File: config.mk
export PLATFORM = sky130hd
export DESIGN_NAME = button_conditioner
export DESIGN_NICKNAME = d
export VERILOG_FILES = /design/src/rtl/button_pkg.sv /design/src/rtl/button_conditioner_debounce_channel.sv /design/src/rtl/button_conditioner.sv
export SDC_FILE = /design/constraint.sdc
export NUM_CORES = 1
export LEC_CHECK = 0
export CORE_MARGIN = 2
export CORE_UTILIZATION = 45
export DETAILED_ROUTE_END_ITERATION = 7
export PLACE_DENSITY = 0.7
export SLEW_MARGIN = 20
export SYNTH_ARGS = -nofsm -noshare
export SYNTH_HDL_FRONTEND = slang
export SYNTH_SLANG_ARGS = --single-unit
export TNS_END_PERCENT = 50
File: constraint.sdc
create_clock -name clk -period 2 [get_ports clk]
set_input_delay 0.2 -clock clk [delete_from_list [all_inputs] [get_ports clk]]
set_output_delay 0.2 -clock clk [all_outputs]
set_load 0.1 [all_outputs]
File: src/rtl/button_pkg.sv
// Shared constants for the board push-button front end. The channel order
// matches the game core ui_in[3:0] bit order.
package button_pkg;

    typedef enum int unsigned {
        BTN_UP    = 0,
        BTN_LEFT  = 1,
        BTN_RIGHT = 2,
        BTN_DOWN  = 3
    } btn_idx_e;

    localparam int N_BTN_DEFAULT           = 4;
    localparam int DEBOUNCE_CYCLES_DEFAULT = 250000;

endpackage

File: src/rtl/button_conditioner_debounce_channel.sv
// One push-button: 2-flop synchroniser, stable-count filter and registered
// press/release edge pulses.
module debounce_channel
    import button_pkg::*;
#(
    parameter int DEBOUNCE_CYCLES = DEBOUNCE_CYCLES_DEFAULT,
    parameter int CNT_W           = $clog2(DEBOUNCE_CYCLES + 1)
) (
    input  logic clk,
    input  logic rst_n,
    input  logic ena,
    input  logic btn_raw,
    output logic btn_level,
    output logic btn_press,
    output logic btn_release
);

    localparam logic [CNT_W-1:0] CNT_MAX = CNT_W'(DEBOUNCE_CYCLES - 1);

    logic             sync1_q, sync2_q;
    logic [CNT_W-1:0] cnt_q, cnt_d;
    logic             btn_level_q, btn_level_d;
    logic             btn_press_q, btn_press_d;
    logic             btn_release_q, btn_release_d;

    always_comb begin
        // NOTE: every output of this block gets a default first, so no path
        // leaves a signal unassigned and no latch is inferred.
        cnt_d         = '0;
        btn_level_d   = btn_level_q;
        btn_press_d   = 1'b0;
        btn_release_d = 1'b0;
        if (ena) begin
            if (sync2_q == btn_level_q) begin
                cnt_d = '0;
            end else if (cnt_q == CNT_MAX) begin
                btn_level_d   = sync2_q;
                btn_press_d   = sync2_q;
                btn_release_d = ~sync2_q;
            end else begin
                cnt_d = cnt_q + CNT_W'(1);
            end
        end
    end

    // The synchroniser runs regardless of ena so a re-enabled filter sees
    // current button state rather than a stale sample.
    always_ff @(posedge clk or negedge rst_n) begin
        if (!rst_n) begin
            sync1_q       <= 1'b0;
            sync2_q       <= 1'b0;
            cnt_q         <= '0;
            btn_level_q   <= 1'b0;
            btn_press_q   <= 1'b0;
            btn_release_q <= 1'b0;
        end else begin
            // NOTE: non-blocking assignments so sync2_q takes the old sync1_q
            // and the filter sees the pre-edge values of every flop.
            sync1_q       <= btn_raw;
            sync2_q       <= sync1_q;
            cnt_q         <= cnt_d;
            btn_level_q   <= btn_level_d;
            btn_press_q   <= btn_press_d;
            btn_release_q <= btn_release_d;
        end
    end

    assign btn_level   = btn_level_q;
    assign btn_press   = btn_press_q;
    assign btn_release = btn_release_q;

endmodule

File: src/rtl/button_conditioner.sv
// Conditions N_BTN raw asynchronous push-buttons into clean levels and
// one-cycle press/release pulses for the game core ui_in inputs.
module button_conditioner
    import button_pkg::*;
#(
    parameter int N_BTN           = N_BTN_DEFAULT,
    parameter int DEBOUNCE_CYCLES = DEBOUNCE_CYCLES_DEFAULT,
    parameter int CNT_W           = $clog2(DEBOUNCE_CYCLES + 1)
) (
    input  logic             clk,
    input  logic             rst_n,
    input  logic             ena,
    input  logic [N_BTN-1:0] btn_raw,
    output logic [N_BTN-1:0] btn_level,
    output logic [N_BTN-1:0] btn_press,
    output logic [N_BTN-1:0] btn_release
);

    for (genvar i = 0; i < N_BTN; i++) begin : g_chan
        debounce_channel #(
            .DEBOUNCE_CYCLES (DEBOUNCE_CYCLES),
            .CNT_W           (CNT_W)
        ) u_chan (
            .clk         (clk),
            .rst_n       (rst_n),
            .ena         (ena),
            .btn_raw     (btn_raw[i]),
            .btn_level   (btn_level[i]),
            .btn_press   (btn_press[i]),
            .btn_release (btn_release[i])
        );
    end

endmodule

==> metrics, run 1 <==
status=finished, final reports clean; htree depth=3; Synth Flop Type=dfrtp_1; DRT iter0 DRCs=162; peak supply drop=roughly 0.34 mV; First-pass DRT Iterations=5; Seq/Total Area, Yosys=between 50% and 60%; Flop pwr share=58.0%; Max FO, Critical Path=4; ys async rst share=100%; die height=102 µm; input/output buffers=18; DR vias=roughly 3100; distinct cell type count after synthesis=between 40 and 50; Cells after Synth=431; post-synthesis cell area=4360 µm²; WL final=7930 µm; clock share of power=38.5%; switching power=~700 µW; TritonCTS clock tree=built; Overall Power=3.25 mW; Post-synth EDFFs=0; Root Buffer=clkbuf_8; # diodes=0; Min Clock Period, post-route=~1.9 ns; Syn Area/Cell=between 10 and 15 µm²; Worst Skew=0.00851 ns; Final ANT Viol Nets=0; critical path class=flip-flop to flip-flop; final setup fails=0; internal power=2.55 mW; worst hold-check path type=primary input to flip-flop; global-route wire length before repair=13900 µm; largest net degree at the start of global routing=45; IO Pins=19; worst skew pair latency=roughly 0.35 ns; Power Dens Cells=668 nW/µm²; RSZ-0062 raised after global routing=false; commonest non-fill, non-tap cell in the layout=dfrtp_1; startpoint types=flip-flop; maximum root-to-sink buffer count=2; Slew headroom=between 60 and 70%; f_max=approximately 0.54 GHz; die area=approximately 10000 µm²; final slew viol count=0; total CTS buffers=9; total grt overflow=0; WL/cell=about 13 µm; Sink Count=92; Vias/cell=5.34; clock slew at reported path FFs=0.08 ns; warnings from Yosys=0; layout cells sized above 1=11.5%; GP Congestion=0.837; post-CTS setup buffers=0; Hold Fails Final Rpt=0; # Max-Cap Violations=0; fin nets=approximately 470; initial antenna violation count=0; vias in the first global route=3032; Core ar.=approximately 9300 µm²; initial core utilization=46.7%; DP Wirelength=5610 µm; Comb pwr share=under 10%; WP data arrival=2.10 ns; Worst Path Required=around 2.2 ns; commonest cells after routing, fill and taps aside=92 x dfrtp_1, 63 x nor2_1, 30 x xnor2_1; Setup Total Neg Slack=0 ns; Tcrit/Tclk final=93.1%; measured slew at the worst slew-check pin=0.566 ns; Switching Share=21.5%; synthesized flop and latch total=92; Die X=~100 µm; GRT Total Usage=16.5%; row count=35; crit end category=flip-flop; leakage=around 2.0 nW; Remaining DRCs=0; syn nets=442; Syn-to-layout area delta=11.8%
-- repair_timing --
action,in CTS,in global routing
setup endpoints to repair,0,1
hold buffers,1,0
resized for setup,0,1
endpoints found under the hold margin,41,0
-- routing by layer --
layer,part of all wire (%),track usage (%),vias up
met5,0,0,-
met4,1.4,5.54,0
met3,2.4,2.94,9
met2,47,26.8,52
met1,49,22.7,1538
li1,-,-,1542
-- kinds of logic after synthesis --
group                      count (synthesis)  synth area share (%)
buffers and inverters                     32                  3.88
AOI/OAI and AO/OA                         33                  4.80
muxes                                      2                 0.517
DFF                                       92                  52.8
xor gates and xnor gates                  54                  10.9
adders and majority gates                  4                  1.15
and+or+nand+nor                          214                  26.0
-- path summary, 6_finish.rpt --
check	start	slack [ns]	endpoint	cells after the start
setup / recovery	g_chan[0].u_chan.cnt_q[0]	0.14	g_chan[0].u_chan.btn_level	5
hold / removal	btn_raw[3]	0.29	g_chan[3].u_chan.sync1_q	1
setup reg to reg	g_chan[0].u_chan.cnt_q[0]	0.14	g_chan[0].u_chan.btn_level	5
hold reg to reg	g_chan[1].u_chan.sync1_q	0.36	g_chan[1].u_chan.sync2_q	0
max in group asynchronous	rst_n	1.01	g_chan[3].u_chan.sync1_q	3
min in group asynchronous	rst_n	0.37	g_chan[1].u_chan.cnt_q[9]	2
-- cells in the mapped netlist (all sizes together), types with 9 or more instances --
cell / count / area share, %
a21oi: 13 / 1.5
and3: 13 / 1.9
buf: 15 / 2.4
dfrtp: 92 / 53
inv: 12 / 1.0
nand2: 27 / 2.3
nand3: 23 / 2.6
nand4: 24 / 3.8
nor2: 63 / 5.4
nor3: 18 / 2.1
nor4: 15 / 2.2
o21ai: 9 / 1.0
xnor2: 30 / 6.0
xor2: 24 / 4.8
-- power groups by stage --
stage / clock [mW] / sequential [mW] / combinational, mW
floorplan: 0 / 1.92 / 0.0378
global placement: 0 / 1.92 / 0.111
detailed placement: 0 / 1.92 / 0.114
CTS: 1.31 / 1.89 / 0.116
global route: 1.40 / 1.89 / 0.130
finish: 1.25 / 1.89 / 0.112
-- flip-flops by register name (all words and copies together) (netlist names) --
name	flops
g_chan.u_chan.btn_release	4
g_chan.u_chan.cnt_q	72
g_chan.u_chan.btn_level	4
g_chan.u_chan.btn_press	4
g_chan.u_chan.sync1_q	4
g_chan.u_chan.sync2_q	4
-- cell type report --
type | instances | area (µm²)
Fill cell | 856 | 4460
Sequential cell | 92 | 2300
Multi-Input combinational cell | 307 | 1890
Timing Repair Buffer | 32 | 268
Tap cell | 129 | 161
Clock buffer | 12 | 155
Clock inverter | 4 | 47.5
Inverter | 12 | 45.0
-- stage by stage --
step / instances / worst slack, ns / cell area, µm² / util [%] / hold WS [ns]
after floorplan: 431 / 0.193 / 4360 / - / -0.0956
after global placement: 571 / 0.183 / 4650 / 49.9 / 0.225
after detailed placement: 571 / 0.117 / 4650 / 49.9 / 0.230
after CTS: 588 / 0.104 / 4860 / 52.2 / 0.272
after global routing: 588 / 0.0112 / 4870 / 52.2 / 0.280
final: 588 / 0.138 / 4870 / 52.2 / 0.287
-- worst max-delay path, stage by stage (launching register included) --
cell and delay (ns):
dfrtp_1 0.39, ha_1 0.23, and3_1 0.21, nand3_1 0.12
nor4_1 0.41, mux2_2 0.39
No activity file was read; power rests on OpenSTA's default activity.
==> run 2: changes to the inputs <==
--- a/config.mk
+++ b/config.mk
@@ -5,10 +5,12 @@
 export SDC_FILE = /design/constraint.sdc
 export NUM_CORES = 1
 export LEC_CHECK = 0
+export CELL_PAD_IN_SITES_DETAIL_PLACEMENT = 2
+export CELL_PAD_IN_SITES_GLOBAL_PLACEMENT = 2
 export CORE_MARGIN = 2
-export CORE_UTILIZATION = 45
+export CORE_UTILIZATION = 39
 export DETAILED_ROUTE_END_ITERATION = 7
-export PLACE_DENSITY = 0.7
+export PLACE_DENSITY = 0.86
 export SLEW_MARGIN = 20
 export SYNTH_ARGS = -nofsm -noshare
 export SYNTH_HDL_FRONTEND = slang
==> run 2 against run 1 <==
Non-clock buffer count rose by 2. Via count rose by 3.6%. Die area is 15% higher. Global-route usage is 3.4 points higher. Largest power group unchanged. Critical path depth is the same. Largest cell class unchanged. Worst setup slack worse by 0.048 ns. Critical path type unchanged.
==> metrics, run 2 (synthesized netlist as in run 1, its figures left out) <==
final slew viol count=0 (unchanged); Worst setup startpoint=g_chan[0].u_chan.cnt_q[0]; WP data arrival=2.20 ns (+0.10 ns); GR Util met1=24.0% (+1.3 points); startpoint types=flip-flop; First-pass DRT Iterations=4 (-1); WL final=10800 µm (+36%); Worst Skew=0.00697 ns (-0.00153 ns); Root Buffer=clkbuf_8; Slowest-stage cell, CP=or3b_2; DP Wirelength=7700 µm (+37%); DR vias=3254 (+3.6%); GP Congestion=0.770 (-8.0%); Setup WS pre-CTS=0.0568 ns (-0.0597 ns); total grt overflow=0 (unchanged); gr busiest metal=met2; initial core utilization=40.0% (-6.7 points); max FFs per register=72 (unchanged); layout cells sized above 1=12.0% (+0.46 points); DRT iter0 DRCs=81 (-50%); Core ar.=10900 µm² (+17%); Hold Fails Final Rpt=0 (unchanged); Power Dens Cells=660 nW/µm² (-1.2%); critical path class=flip-flop to flip-flop; met3 usage=5.10% (+2.2 points); Sink Count=92 (unchanged); fin nets=467 (+0.43%); cell chain of the critical path=ha_1 -> nand4_1 -> nor4_2 -> or3b_2 -> a21oi_1; row count=38 (+8.6%); die area=12000 µm² (+15%); final setup fails=0 (unchanged); Syn-to-layout area delta=12.3%; HP Start=btn_raw[0]; Remaining DRCs=0 (unchanged); Worst Path Required=2.29 ns (+0.05 ns); global-route wire length before repair=18300 µm (+32%); Max FO, Critical Path=4 (unchanged); Die X=110 µm (+7.1%); htree depth=3 (unchanged); clock slew at reported path FFs=0.08 ns (about the same); worst hold slack=0.265 ns (-0.0221 ns); TritonCTS clock tree=built; total CTS buffers=9 (unchanged); status=finished, final reports clean; # diodes=0 (unchanged); Min Clock Period, post-route=1.91 ns (+0.0482 ns); worst skew pair latency=0.36 ns (about the same); initial antenna violation count=0 (unchanged); crit end category=flip-flop; worst hold-check path type=primary input to flip-flop; leakage=2.03 nW (+0.18%); # Max-Cap Violations=0 (unchanged); met2 usage=35.3% (+8.5 points); maximum root-to-sink buffer count=2 (unchanged); input/output buffers=18 (unchanged); Final ANT Viol Nets=0 (unchanged); Setup WS post-layout=0.0900 ns (-0.0482 ns); largest register by flop count=g_chan.u_chan.cnt_q; f_max=0.524 GHz (-2.5%); vias in the first global route=3598 (+19%); Slew headroom=61.8% (-0.44 points); largest net degree at the start of global routing=43 (-4.4%); die height=110 µm (+7.1%); IO Pins=19 (unchanged); GRT Total Usage=19.9% (+3.4 points); commonest cells after routing, fill and taps aside=92 x dfrtp_1, 63 x nor2_1, 30 x xnor2_1; Vias/cell=5.44 (+1.9%); measured slew at the worst slew-check pin=0.573 ns (+0.00666 ns); r2r startpoint=g_chan[0].u_chan.cnt_q[0]; WL/cell=18.0 µm (+33%); crit-path max cell delay=0.47 ns (+0.06 ns); peak supply drop=0.519 mV (+53%); commonest non-fill, non-tap cell in the layout=dfrtp_1; Tcrit/Tclk final=95.5% (+2.4 points)
## run 2: critical path, delay by kind of cell (launching register included)
kind | cells | cell delay [ns]
compound gates | 1 | 0.15
fa+ha+maj | 1 | 0.26
flops | 1 | 0.40
simple gates | 3 | 1.04
## run 2: timing repair
action,4_1_cts,5_1_grt
endpoints found under the setup margin,0,3
setup buffers,0,0
resized for setup,0,3
hold endpoints to repair,40,0
hold buffers,1,0
## run 2: layout make-up
type | count | area (µm²)
inverters | 12 | 45.0
clock buffers | 10 | 138
well taps | 140 | 175
repair buffers | 34 | 295
flip-flops and latches | 92 | 2300
multi-input cells | 307 | 1900
fillers | 1173 | 5990
clock inverters | 3 | 40.0
## run 2: path summary, 6_finish.rpt
path,depth (start not counted),to,slack (ns)
max,5,g_chan[0].u_chan.cnt_q[16],0.09
min,1,g_chan[0].u_chan.sync1_q,0.27
max reg2reg,5,g_chan[0].u_chan.cnt_q[16],0.09
min reg2reg,0,g_chan[0].u_chan.sync2_q,0.35
max in group asynchronous,3,g_chan[2].u_chan.cnt_q[13],1.07
min in group asynchronous,2,g_chan[0].u_chan.cnt_q[0],0.37
## run 2: per-layer routing
metal,routed length [µm],vias up
met5,0,-
met4,149,0
met3,299,10
met2,5620,33
met1,4680,1665
li1,-,1546
## run 2: stage by stage
stage          instance area (µm²)  utilization (%)  TNS [ns]  cells  total power, mW
2_1_floorplan                 4360                -         0    431             1.96
3_3_place_gp                  4690             43.1         0    584             2.04
3_5_place_dp                  4690             43.1         0    584             2.05
4_1_cts                       4880             44.8         0    598             3.30
5_1_grt                       4890             45.0   -0.0214    598             3.38
6_report                      4890             45.0         0    598             3.23
## run 2: power breakdown
part           total [mW]  switching (mW)  internal (mW)  leakage, nW
Clock                1.22           0.634          0.588       0.0939
Sequential           1.89          0.0140           1.87         1.26
Combinational       0.120          0.0798         0.0403        0.670
Total                3.23           0.728           2.50         2.03
==> run 3: changes to the inputs <==
--- a/config.mk
+++ b/config.mk
@@ -8,8 +8,9 @@
 export CELL_PAD_IN_SITES_DETAIL_PLACEMENT = 2
 export CELL_PAD_IN_SITES_GLOBAL_PLACEMENT = 2
 export CORE_MARGIN = 2
-export CORE_UTILIZATION = 39
+export CORE_UTILIZATION = 41
 export DETAILED_ROUTE_END_ITERATION = 7
+export DONT_BUFFER_PORTS = 1
 export PLACE_DENSITY = 0.86
 export SLEW_MARGIN = 20
 export SYNTH_ARGS = -nofsm -noshare
==> run 3 against run 2 <==
The run now ends with negative hold slack left. Non-clock buffer count shrank 1. Largest cell class unchanged. Sequential share of layout area fell by 0.11 points. Worst hold slack got worse by 0.76 ns. Critical path depth stayed put. Sequential cell count stayed put. Clock power up 21%. Clock skew is 0.0034 ns higher. Core utilization grew 2.6 points. Die area fell by 4.7%.
==> metrics, run 3 (synthesized netlist as in run 1, its figures left out) <==
status=complete, but fails checks; failing checks=negative hold slack; Core ar.=10300 µm² (-5.2%); Worst Path Required=2.31 ns (+0.02 ns); Worst Skew=0.0104 ns (+0.00342 ns); initial core utilization=42.2% (+2.2 points); Placement Cell Area=4600 µm² (-2.0%); commonest cells after routing, fill and taps aside=92 x dfrtp_1, 63 x nor2_1, 30 x xnor2_1; buffers and inverters on the worst path=0 (unchanged); Final ANT Viol Nets=0 (unchanged); largest net degree at the start of global routing=93 (+120%); met2 usage=40.1% (+4.8 points); Remaining DRCs=0 (unchanged); Setup Total Neg Slack=0 ns (unchanged); row count=37 (-2.6%); max FFs per register=72 (unchanged); DR vias=3271 (+0.52%); worst hold-check path type=primary input to async pin; Slowest-stage cell, CP=or3b_2; GP Congestion=0.794 (+3.1%); commonest non-fill, non-tap cell in the layout=dfrtp_1; Max FO, Critical Path=4 (unchanged); crit end category=flip-flop; Power Dens Cells=701 nW/µm² (+6.3%); IO Pins=19 (unchanged); largest register by flop count=g_chan.u_chan.cnt_q; f_max=0.533 GHz (+1.7%); Syn-to-layout area delta=12.6%; DP Wirelength=7610 µm (-1.1%); post-route cell area=4910 µm² (+0.23%); vias in the first global route=3767 (+4.7%); Util after Layout=47.5% (+2.6 points); cell chain of the critical path=ha_1 -> nand4_1 -> nor4_2 -> or3b_2 -> a21oi_1; TritonCTS clock tree=built; Hold Fails Final Rpt=92 (+92); # Max-Cap Violations=0 (unchanged); htree depth=3 (unchanged); worst hold slack=-0.494 ns (-0.759 ns); # diodes=0 (unchanged); maximum root-to-sink buffer count=2 (unchanged); WL final=11500 µm (+7.0%); Root Buffer=clkbuf_8; First-pass DRT Iterations=4 (unchanged); WP data arrival=2.19 ns (about the same); total grt overflow=0 (unchanged); DRT iter0 DRCs=95 (+17%); clock slew at reported path FFs=0.09 ns (about the same); Vias/cell=5.49 (+0.86%); global-route wire length before repair=19700 µm (+7.5%); crit-path max cell delay=0.48 ns (about the same); GR Util met1=26.2% (+2.2 points); GRT Total Usage=22.2% (+2.3 points); final setup fails=0 (unchanged); leakage=2.04 nW (+0.59%); Tcrit/Tclk final=93.9% (-1.6 points); final slew viol count=0 (unchanged); startpoint types=flip-flop; Die X=107 µm (-2.4%); critical path class=flip-flop to flip-flop; RSZ-0062 raised after global routing=true; Top delay family on crit path=simple AND/OR/NAND/NOR gates; Sink Count=92 (unchanged); Slew headroom=66.3% (+4.5 points); met3 usage=5.71% (+0.62 points); fin nets=466 (-0.21%); initial antenna violation count=0 (unchanged); die area=11500 µm² (-4.7%); layout cells sized above 1=12.0% (-0.052 points); measured slew at the worst slew-check pin=0.501 ns (-0.0715 ns); gr busiest metal=met2; total CTS buffers=9 (unchanged); WL/cell=19.3 µm (+7.3%); worst skew pair latency=0.38 ns (+0.02 ns); Min Clock Period, post-route=1.88 ns (-0.0328 ns); input/output buffers=0 (-18); die height=107 µm (-2.4%); peak supply drop=0.403 mV (-22%); Post-CTS Hold Fix Bufs=5 (+4)
==> run 3: cell count changes in the layout (fill, tap and decap cells not counted), sizes merged <==
cell	before	now
clkdlybuf4s50	5	0
dlygate4sd3	1	5
bufinv	1	3
clkbuf	10	11
==> run 3: path summary, 6_finish.rpt <==
path	cells past startpoint	slack, ns	end	from
worst max-delay path	5	0.12	g_chan[0].u_chan.cnt_q[16]	g_chan[0].u_chan.cnt_q[0]
worst min-delay path	0	-0.49	g_chan[1].u_chan.cnt_q[16]	rst_n
worst max register to register	5	0.12	g_chan[0].u_chan.cnt_q[16]	g_chan[0].u_chan.cnt_q[0]
worst min register to register	0	0.35	g_chan[1].u_chan.sync2_q	g_chan[1].u_chan.sync1_q
max in group asynchronous	0	2.35	g_chan[3].u_chan.cnt_q[5]	rst_n
min in group clk	2	0.03	g_chan[2].u_chan.btn_release	ena
==> run 3: area by class of cell <==
cell class                      instances  area (µm²)
Sequential cell                        92        2300
Tap cell                              136         170
Timing Repair Buffer                   33         260
Inverter                               12        45.0
Clock buffer                           11         131
Clock inverter                          5         100
Fill cell                            1087        5420
Multi-Input combinational cell        307        1900
==> run 3: worst reg2reg max path, stage by stage, from the launching register on <==
cell and delay [ns]:
dfrtp_1 0.39, ha_1 0.24, nand4_1 0.20, nor4_2 0.36, or3b_2 0.48, a21oi_1 0.15
==> run 3: what timing repair did <==
item / CTS / global route
resized for setup: 0 / 2
buffers inserted: 0 / 2
endpoints found under the setup margin: 0 / 2
endpoints found under the hold margin: 98 / 92
==> run 3: per-stage QoR <==
step           cells  worst slack (ns)  power (mW)
2_1_floorplan    431             0.193        1.96
3_3_place_gp     573             0.175        1.98
3_5_place_dp     573            0.0619        1.99
4_1_cts          594            0.0297        3.49
5_1_grt          596          -0.00193        3.56
6_report         596             0.123        3.44
==> run 3: metal layers <==
metal	routed length, µm	vias up	share of wire, %
li1	-	1545	-
met4	136	0	1.2
met3	243	8	2.1
met2	6230	32	54
met5	0	-	0
met1	4890	1686	43
==> run 3: power by group <==
part           switching [mW]  internal (mW)
Clock                   0.656          0.827
Sequential             0.0151           1.87
Combinational          0.0407         0.0265
Total                   0.712           2.73
==> RTL edit 1, RTL diff (flow settings as in run 2) <==
The package constant `DEBOUNCE_CYCLES_DEFAULT` goes from 250000 to 125000.
--- a/src/rtl/button_pkg.sv
+++ b/src/rtl/button_pkg.sv
@@ -10,7 +10,7 @@
     } btn_idx_e;
 
     localparam int N_BTN_DEFAULT           = 4;
-    localparam int DEBOUNCE_CYCLES_DEFAULT = 250000;
+    localparam int DEBOUNCE_CYCLES_DEFAULT = 125000;
 
 endpackage
 
Function: same outputs for any inputs over 10 cycles, from zero or initial values and one cycle with rst_n low; that may be too few to reach the edited logic, so the function may still have changed.
==> RTL edit 1 against run 2 <==
Worst hold slack lost 0.0057 ns. Sequential cell count fell by 4. Total power is 2.0% higher. Utilization grew 0.15 points. Area after synthesis shrank 5.9%. Final area shrank 5.3%. Cell count is 6.2% lower. Worst setup slack gained 0.0092 ns. Wire length is 1.7% lower. Combinational power fell by 7%.
==> RTL edit 1: results (changes against run 2) <==
metric	value	unit	change
post-route met1 wirelength	4.29	mm	-8.3%
area delta synth->final	13.0	%	
mux contribution to synthesized area	0.824	%	+0.31 points
Area contributors post-synth	dfrtp_1, xnor2_1, nor2_1		
total instance count after detailed placement	544		-6.8%
Max IR drop VDD	0.378	mV	-27%
total met2 wirelength after detailed routing	5.81	mm	+3.3%
final wirelength	10.6	mm	-1.7%
count of plain and timing-repair buffers in the layout	31		-8.8%
count of multi-input gates	278		-9.4%
filler cell count	1102		-6.1%
arrival time of data at the critical path endpoint	2.16	ns	-0.04 ns
first-pass GRT wire length	18.1	mm	-1.1%
post-detailed-placement half-perimeter wirelength	7.73	mm	+0.41%
initial detailed-routing violation count	40		-51%
area fraction in compound gates after synthesis	1.59	%	-3.2 points
worst hold slack	0.259	ns	-0.00574 ns
sequential cell area in the final layout	2200	sq um	-4.3%
pin count of the biggest net entering global routing	40		-7.0%
share of layout cells above drive strength 1	12.5	%	+0.46 points
multi-input logic portion of the cell area	37.5	%	-1.3 points
vias in the first global route	3510		-2.4%
placed cell areas	4400	sq um	-6.3%
status	finished clean		
Worst path slowest cell	or4_2		
number of storage elements in the synthesis netlist	88		-4.3%
detailed-route wire length per cell	18.8	um	+4.8%
non-clock buffer share of cell area	5.61	%	-0.42 points
final worst clock skew	0.00509	ns	-0.00188 ns
[RTL edit 1: cell count changes after synthesis, moves of 9 or more]
cell / before / now
a21oi_1: 13 / 2
nand2_1: 27 / 14
nor2_1: 63 / 72
nor4_1: 15 / 25
xnor2_1: 30 / 47
xor2_1: 24 / 15
[RTL edit 1: final timing paths]
check / start / end / cells after the start
min in group asynchronous: rst_n / g_chan[1].u_chan.cnt_q[5] / 2
worst max register to register: g_chan[0].u_chan.cnt_q[7] / g_chan[0].u_chan.btn_level / 3
worst min-delay path: btn_raw[2] / g_chan[2].u_chan.sync1_q / 1
worst max-delay path: g_chan[0].u_chan.cnt_q[7] / g_chan[0].u_chan.btn_level / 3
worst min register to register: g_chan[1].u_chan.sync1_q / g_chan[1].u_chan.sync2_q / 0
max in group asynchronous: rst_n / g_chan[0].u_chan.cnt_q[13] / 3
[RTL edit 1: power breakdown]
part	switching [mW]	internal (mW)
Sequential	0.0149	1.79
Clock	0.645	0.731
Combinational	0.0767	0.0357
==> RTL edit 2, RTL diff (config.mk and constraints of run 2) <==
Made on the original files. Put a register stage on the output `btn_release`. The value now appears one clock later. The other outputs are not delayed to match.
--- a/src/rtl/button_conditioner.sv
+++ b/src/rtl/button_conditioner.sv
@@ -16,6 +16,8 @@
     output logic [N_BTN-1:0] btn_release
 );
 
+    logic [N_BTN-1:0] btn_release_c;
+
     for (genvar i = 0; i < N_BTN; i++) begin : g_chan
         debounce_channel #(
             .DEBOUNCE_CYCLES (DEBOUNCE_CYCLES),
@@ -27,8 +29,12 @@
             .btn_raw     (btn_raw[i]),
             .btn_level   (btn_level[i]),
             .btn_press   (btn_press[i]),
-            .btn_release (btn_release[i])
+            .btn_release (btn_release_c[i])
         );
+    end
+
+    always_ff @(posedge clk) begin
+        btn_release <= btn_release_c;
     end
 
 endmodule
Behaviour: no difference found for any inputs over 10 cycles, from zero or initial values and one cycle with rst_n low; that may be too few to reach the edited logic, so the function may still have changed.
==> RTL edit 2 against run 2 <==
Sequential cell count up 4. Non-clock buffer count did not move. Area after synthesis grew 1.1%. Total power up 20%. Wire length up 14%. Final area increased by 4.2%. Worst setup slack better by 0.038 ns. Worst hold slack better by 0.023 ns. Critical path type unchanged.
==> RTL edit 2: results (changes against run 2) <==
metric	value	unit	change
destination of the worst hold path	g_chan[1].u_chan.sync1_q		
met3 track utilization from global routing	5.70	%	+0.60 points
worst hold slack	0.288	ns	+0.0231 ns
CP max FO	6		+2
placed cell areas	4750	sq um	+1.3%
post-detailed-placement half-perimeter wirelength	8.09	mm	+5.1%
total power draw	3.87	mW	+20%
Flop pwr share	51.0	%	-7.5 points
startpoint of the most critical hold path	btn_raw[1]		
largest stage delay on the critical path	0.39	ns	-0.08 ns
met1 Resource Use GR	24.2	%	+0.22 points
Root Buffer	clkbuf_16		
Worst path slowest cell	dfrtp_1		
weighted congestion at the end of routability-driven global placement	0.766		-0.52%
static leakage	2.13	nW	+5.0%
Max IR drop VDD	0.670	mV	+29%
CTS-repair resized insts	1		+1
share of layout cells above drive strength 1	12.7	%	+0.68 points
internal cell power	2.98	mW	+19%
routed vias	3384		+4.0%
relative max-transition margin	65.7	%	+3.9 points
share of async-settable or async-resettable flops after synthesis	95.8	%	-4.2 points
status	finished clean		
total power per unit cell area	758	nW/um^2	+15%
vias in the first global route	3853		+7.1%
final wirelength	12.2	mm	+14%
endpoint of the worst setup timing path	g_chan[3].u_chan.btn_level		
start point of the critical path	g_chan[3].u_chan.cnt_q[0]		
Layout Nets	471		+0.86%
IO buf count	18		unchanged
M2 GR Usage	40.9	%	+5.7 points
Area contributors post-synth	dfrtp_1, xnor2_1, nor2_1		
total instance count after detailed placement	587		+0.51%
detailed-route wire length per cell	20.2	um	+12%
minimum setup slack among reg-to-reg paths	0.13	ns	+0.04 ns
initial detailed-routing violation count	157		+94%
fmax	534	MHz	+2.0%
final worst clock skew	0.00959	ns	+0.00262 ns
buffers inserted during post-CTS setup optimization	0		unchanged
filler cell count	1128		-3.8%
arrival time of data at the critical path endpoint	2.11	ns	-0.09 ns
RTL edit 2: cell count changes after synthesis, sizes merged:
cell	change
buf	-4
dfxtp	+4
RTL edit 2: kinds of logic (layout without fill, tap and decap cells):
kind of cell,count (synthesis),count (layout),synth area share [%]
compound gates,33,33,4.74
simple gates,214,214,25.7
xor+xnor,54,54,10.7
mux,2,2,0.511
fa+ha+maj,4,4,1.14
flops,96,96,54.1
buf+inv,28,62,3.15
RTL edit 2: layer usage:
metal | share of wire (%) | wire length (um)
met1 | 41 | 4980
met2 | 55 | 6700
met3 | 2.6 | 315
met4 | 1.9 | 237
met5 | 0 | 0
RTL edit 2: cell type report:
type                    instances  share of cell area (%)
clock buffers                   9                    4.41
inverters                      12                   0.883
flip-flops and latches         96                    46.7
clock inverters                 7                    1.57
multi-input cells             307                    37.5
well taps                     140                    3.43
repair buffers                 34                    5.54
